==> src/rtl/pong_score_keeper.sv <==
// Two-player BCD score keeper for Motion-Pong: edge-detected point inputs,
// win detection, and a game-over hold with a blink strobe for the winner.
module pong_score_keeper #(
   parameter int WIN_SCORE    = 11,
   parameter int BLINK_CYCLES = 25000000
) (
   input  logic       clk,
   input  logic       resetn,
   input  logic       point_p1,
   input  logic       point_p2,
   input  logic       new_game,
   output logic [3:0] p1_tens,
   output logic [3:0] p1_ones,
   output logic [3:0] p2_tens,
   output logic [3:0] p2_ones,
   output logic       game_over,
   output logic       winner,
   output logic       blink_on
);

   localparam int CNT_W = (BLINK_CYCLES > 1) ? $clog2(BLINK_CYCLES) : 1;
   localparam logic [CNT_W-1:0] CNT_LAST = CNT_W'(BLINK_CYCLES - 1);
   localparam logic [3:0] WIN_TENS = 4'(WIN_SCORE / 10);
   localparam logic [3:0] WIN_ONES = 4'(WIN_SCORE % 10);

   generate
      if (WIN_SCORE < 1 || WIN_SCORE > 99) begin : g_bad_win_score
         $error("pong_score_keeper: WIN_SCORE must be in 1..99");
      end
      if (BLINK_CYCLES < 1) begin : g_bad_blink_cycles
         $error("pong_score_keeper: BLINK_CYCLES must be >= 1");
      end
   endgenerate

   typedef enum logic {
      PLAYING   = 1'b0,
      GAME_OVER = 1'b1
   } state_t;

   state_t           state, state_n;
   logic             p1_q, p2_q;
   logic [CNT_W-1:0] cnt, cnt_n;
   logic [3:0]       p1_tens_n, p1_ones_n, p2_tens_n, p2_ones_n;
   logic             game_over_n, winner_n, blink_on_n;
   logic [7:0]       p1_inc, p2_inc;
   logic             ev1, ev2;

   function automatic logic [7:0] bcd_inc(input logic [3:0] tens, input logic [3:0] ones);
      if (ones == 4'd9)
         return {tens + 4'd1, 4'd0};
      else
         return {tens, ones + 4'd1};
   endfunction

   assign ev1    = point_p1 & ~p1_q;
   assign ev2    = point_p2 & ~p2_q;
   assign p1_inc = bcd_inc(p1_tens, p1_ones);
   assign p2_inc = bcd_inc(p2_tens, p2_ones);

   always_ff @(posedge clk or negedge resetn) begin
      if (!resetn) begin
         state     <= PLAYING;
         p1_q      <= 1'b0;
         p2_q      <= 1'b0;
         cnt       <= '0;
         p1_tens   <= 4'd0;
         p1_ones   <= 4'd0;
         p2_tens   <= 4'd0;
         p2_ones   <= 4'd0;
         game_over <= 1'b0;
         winner    <= 1'b0;
         blink_on  <= 1'b1;
      end else begin
         state     <= state_n;
         p1_q      <= point_p1;
         p2_q      <= point_p2;
         cnt       <= cnt_n;
         p1_tens   <= p1_tens_n;
         p1_ones   <= p1_ones_n;
         p2_tens   <= p2_tens_n;
         p2_ones   <= p2_ones_n;
         game_over <= game_over_n;
         winner    <= winner_n;
         blink_on  <= blink_on_n;
      end
   end

   // Simultaneous events cancel; new_game overrides everything else.
   always_comb begin
      state_n     = state;
      cnt_n       = cnt;
      p1_tens_n   = p1_tens;
      p1_ones_n   = p1_ones;
      p2_tens_n   = p2_tens;
      p2_ones_n   = p2_ones;
      game_over_n = game_over;
      winner_n    = winner;
      blink_on_n  = blink_on;
      if (new_game) begin
         state_n     = PLAYING;
         cnt_n       = '0;
         p1_tens_n   = 4'd0;
         p1_ones_n   = 4'd0;
         p2_tens_n   = 4'd0;
         p2_ones_n   = 4'd0;
         game_over_n = 1'b0;
         winner_n    = 1'b0;
         blink_on_n  = 1'b1;
      end else begin
         case (state)
            PLAYING: begin
               if (ev1 && !ev2) begin
                  {p1_tens_n, p1_ones_n} = p1_inc;
                  if (p1_inc == {WIN_TENS, WIN_ONES}) begin
                     state_n     = GAME_OVER;
                     game_over_n = 1'b1;
                     winner_n    = 1'b0;
                     cnt_n       = '0;
                     blink_on_n  = 1'b1;
                  end
               end else if (ev2 && !ev1) begin
                  {p2_tens_n, p2_ones_n} = p2_inc;
                  if (p2_inc == {WIN_TENS, WIN_ONES}) begin
                     state_n     = GAME_OVER;
                     game_over_n = 1'b1;
                     winner_n    = 1'b1;
                     cnt_n       = '0;
                     blink_on_n  = 1'b1;
                  end
               end
            end
            GAME_OVER: begin
               if (cnt == CNT_LAST) begin
                  cnt_n      = '0;
                  blink_on_n = ~blink_on;
               end else begin
                  cnt_n = cnt + CNT_W'(1);
               end
            end
            default: state_n = PLAYING;
         endcase
      end
   end

endmodule

==> config.mk <==
export PLATFORM = sky130hd
export DESIGN_NAME = pong_score_keeper
export DESIGN_NICKNAME = d
export VERILOG_FILES = /design/src/rtl/pong_score_keeper.sv
export SDC_FILE = /design/constraint.sdc
export NUM_CORES = 1
export LEC_CHECK = 0
export CORE_MARGIN = 1.5
export CORE_UTILIZATION = 53
export CTS_CLUSTER_SIZE = 20
export DETAILED_ROUTE_END_ITERATION = 6
export PLACE_DENSITY = 0.78
export SLEW_MARGIN = 10
export SYNTH_ARGS = -nofsm -noshare
export SYNTH_HDL_FRONTEND = slang
export SYNTH_SLANG_ARGS = --single-unit
==> constraint.sdc <==
create_clock -name clk -period 2.2 [get_ports clk]
set_input_delay 0.44 -clock clk [delete_from_list [all_inputs] [get_ports clk]]
set_output_delay 0.44 -clock clk [all_outputs]
set_load 0.01 [all_outputs]
==> qor.yml <==
run_status:
  status: "finished clean"
floorplan:
  initial_core_util: 0.548
  placementRows: 26
  ios: 24
  dieWidth_um: 75.6
  coreArea_mm2: 0.00511
  die_h_um: 75.6
  dieArea_mm2: 0.00572
logic_synthesis:
  synthArstFlopShare: 1.00
  syn_area_mm2: 0.00280
  yosysWarningCount: 0
  yosys.area.top_type: "dfrtp_1"
  netlist_instances: 302
  yosys.cell_types.count: 57
  seq_area_frac_synth: 0.421
  synth_nets: 310
  synthFlopType: "dfrtp_1"
  yosys_register_bits: 47
  synth_edf_count: 0
  synth.top_cell.area_share: 0.412
  synthTopCellsByArea: "dfrtp_1 41%, a31oi_1 4.5%, nand2_1 3.6%"
  avgSynthCellArea_um2: 9.26
placed_design:
  place.gp.congestion: 0.860
  dpl.hpwl_um: 4310
  io_buffer_count: 23
route:
  ant_nets: 0
  drc: 0
  dr.pass1.iters: 4
  vias: 2428
  wire_per_inst_um: 15.4
  via_per_inst: 5.95
  wirelength_um: 6280
  drtIter0Drc: 154
grt:
  grt_pass1_vias: 2322
  overflow: 0
  antenna_found_initial: 0
  grt_max_degree: 48
  grt_pass1_wl_um: 10500
  grt_usage: 0.241
clock_network:
  cts_buffer_depth: 2
  cts.sinks: 47
  cts_hold_buf: 0
  worstSkewPairLatency_ps: 300
  clk_pin_slew_worst_paths_ps: 90
  cts_tree: "done"
  cts_setup_buffers: 0
  ctsResizeCount: 0
  cts_made_buffers: 5
  htree_levels: 2
  cts_root_buf: "clkbuf_8"
finish:
  fillerInstances: 422
  seqCellArea_mm2: 0.00118
  multiInputGateArea_mm2: 0.00146
  diodes: 0
  syn2layout_area_growth_pct: 17.6
  post-route-util: 0.644
  final_layout_size_suffix_gt1_frac: 0.130
  nets: 345
sta:
  fin_worst_skew_ps: 8.00
  layout_min_cycle_time_ps: 2100
  tightest_slew_ps: 605
  finalHoldViolations: 0
  period_share: 0.957
  slew_headroom: 0.597
  report.final.slew_viol_count: 0
  grt_setup_unrepaired: "false"
  setup_viol: 0
  fmaxAchievable_ghz: 0.475
worst_setup_path:
  startpoint_type: "flip-flop"
  cp-startpoint: "cnt[2]"
  setup.worst_path.end_class: "flip-flop"
  r2r-start: "cnt[2]"
  crit_chain: "and4_4 > and2_1 > nand4_2 > or4_1 > o211ai_1"
  path_class: "reg2reg"
  crit_arrival_ps: 2320
  critPathMaxStageDelay_ps: 560
  cp_max_fo: 10
  slowest_stage: "or4_1"
  required_ps: 2420
pwr:
  p_sw_w: 0.000374
  power_density_mw_per_mm2: 483
  p_leak_nw: 1.31
  comb_power_share: 0.074
  p_total_w: 0.00159
  p_clk_frac: 0.366
  p_seq_frac: 0.560
  internal-power_w: 0.00122
  power.share.switching: 0.235
  ir_drop_mv: 0.454
worst_hold_path:
  hold_class: "in2async"
flow_run:
  maxCapViolCount: 0
## cells by family after synthesis
| kind of cell | after synthesis | share of synthesized area |
|---|---|---|
| and+or+nand+nor | 127 | 0.255 |
| AOI/OAI and AO/OA | 82 | 0.201 |
| DFF | 47 | 0.421 |
| xor gates and xnor gates | 10 | 0.0313 |
| adders and majority gates | 3 | 0.0134 |
| muxes | 5 | 0.0179 |
| buffers and inverters | 28 | 0.0595 |
## synthesized netlist by cell type, drive strengths merged (3+ instances only)
cell and count:
dfrtp 46, nand2 27, nor2 27, a31oi 20
a21oi 16, o21ai 16, buf 13, nand3 11
inv 10, nand4 10, and3 9, nor4 8
xnor2 8, o211ai 7, clkbuf 5, mux2i 5
nor2b 5, nor3 5, a41oi 4, nand2b 4
or4 4, a21boi 3, and2 3, and4 3
ha 3
## placed cells by master (no fill, tap or decap), drive strengths merged, types with 2 or more instances in the layout
master / instances
nand2b: 4
xnor2: 8
a211oi: 2
a221oi: 2
and4b: 2
o31a: 2
and4: 3
ha: 3
nor3: 5
dfrtp: 46
buf: 24
and3: 9
and2: 3
o211ai: 7
inv: 10
nand4: 10
nor4: 8
nand4bb: 2
nand3: 11
o21ai: 16
a21boi: 3
nor2b: 5
o21a: 2
nor2: 27
a41oi: 4
mux2i: 5
clkdlybuf4s50: 22
a31oi: 20
or4: 4
xor2: 2
a21o: 2
or2: 2
nand2: 27
clkbuf: 7
a21oi: 16
## per-layer routing
layer  up-vias  share of wire  GRT usage
li1       1193              -          -
met1      1168           0.46      0.309
met2        61           0.49      0.415
met3         6          0.040     0.0489
met4         0         0.0091     0.0714
met5         -              0          0
## worst max-delay path, delay by kind of cell (launching register included)
kind	cells	cell delay, ps
and+or+nand+nor	4	1490
DFF	1	430
AOI/OAI and AO/OA	1	100
## registers in the layout, summed over array words and instances (netlist names), 4 cells and up
name,flops
p2_ones,4
p2_tens,4
p1_ones,4
p1_tens,4
cnt,25
## area by class of cell
cell class	instances	share of cell area
clock inverter	1	0.00228
timing repair buffer	46	0.129
clock buffer	7	0.0293
tap	70	0.0266
sequential	47	0.358
multi-input combinational	227	0.444
inverter	10	0.0114
## worst paths after layout
path	slack (ps)	cells past startpoint	to
worst max-delay path	100	5	cnt[20]
worst min-delay path	230	2	p1_ones[1]
worst max register to register	100	5	cnt[20]
worst min register to register	480	1	cnt[22]
max in group asynchronous	1560	2	p2_ones[3]
min in group clk	480	1	cnt[22]
## through the flow
| stage | instances | instance area [um2] | TNS [ps] | hold slack (ps) | setup slack, ps |
|---|---|---|---|---|---|
| after global routing | 408 | 3290 | 0 | 265 | 9.59 |
| after global placement | 400 | 3180 | 0 | 463 | 0.913 |
| after detailed placement | 400 | 3180 | -305 | 471 | -87.7 |
| final | 408 | 3290 | 0 | 231 | 95.7 |
| after CTS | 408 | 3280 | 0 | 240 | 107 |
| after floorplan | 302 | 2800 | 0 | 144 | 135 |
## power by group through the flow
stage          logic (W)  clock network, W  registers, W
2_1_floorplan  0.0000583                 0      0.000906
3_3_place_gp    0.000115                 0      0.000907
3_5_place_dp    0.000118                 0      0.000907
4_1_cts         0.000118          0.000594      0.000891
5_1_grt         0.000128          0.000621      0.000894
6_report        0.000117          0.000582      0.000891
Power figures use the tool's default switching activity.
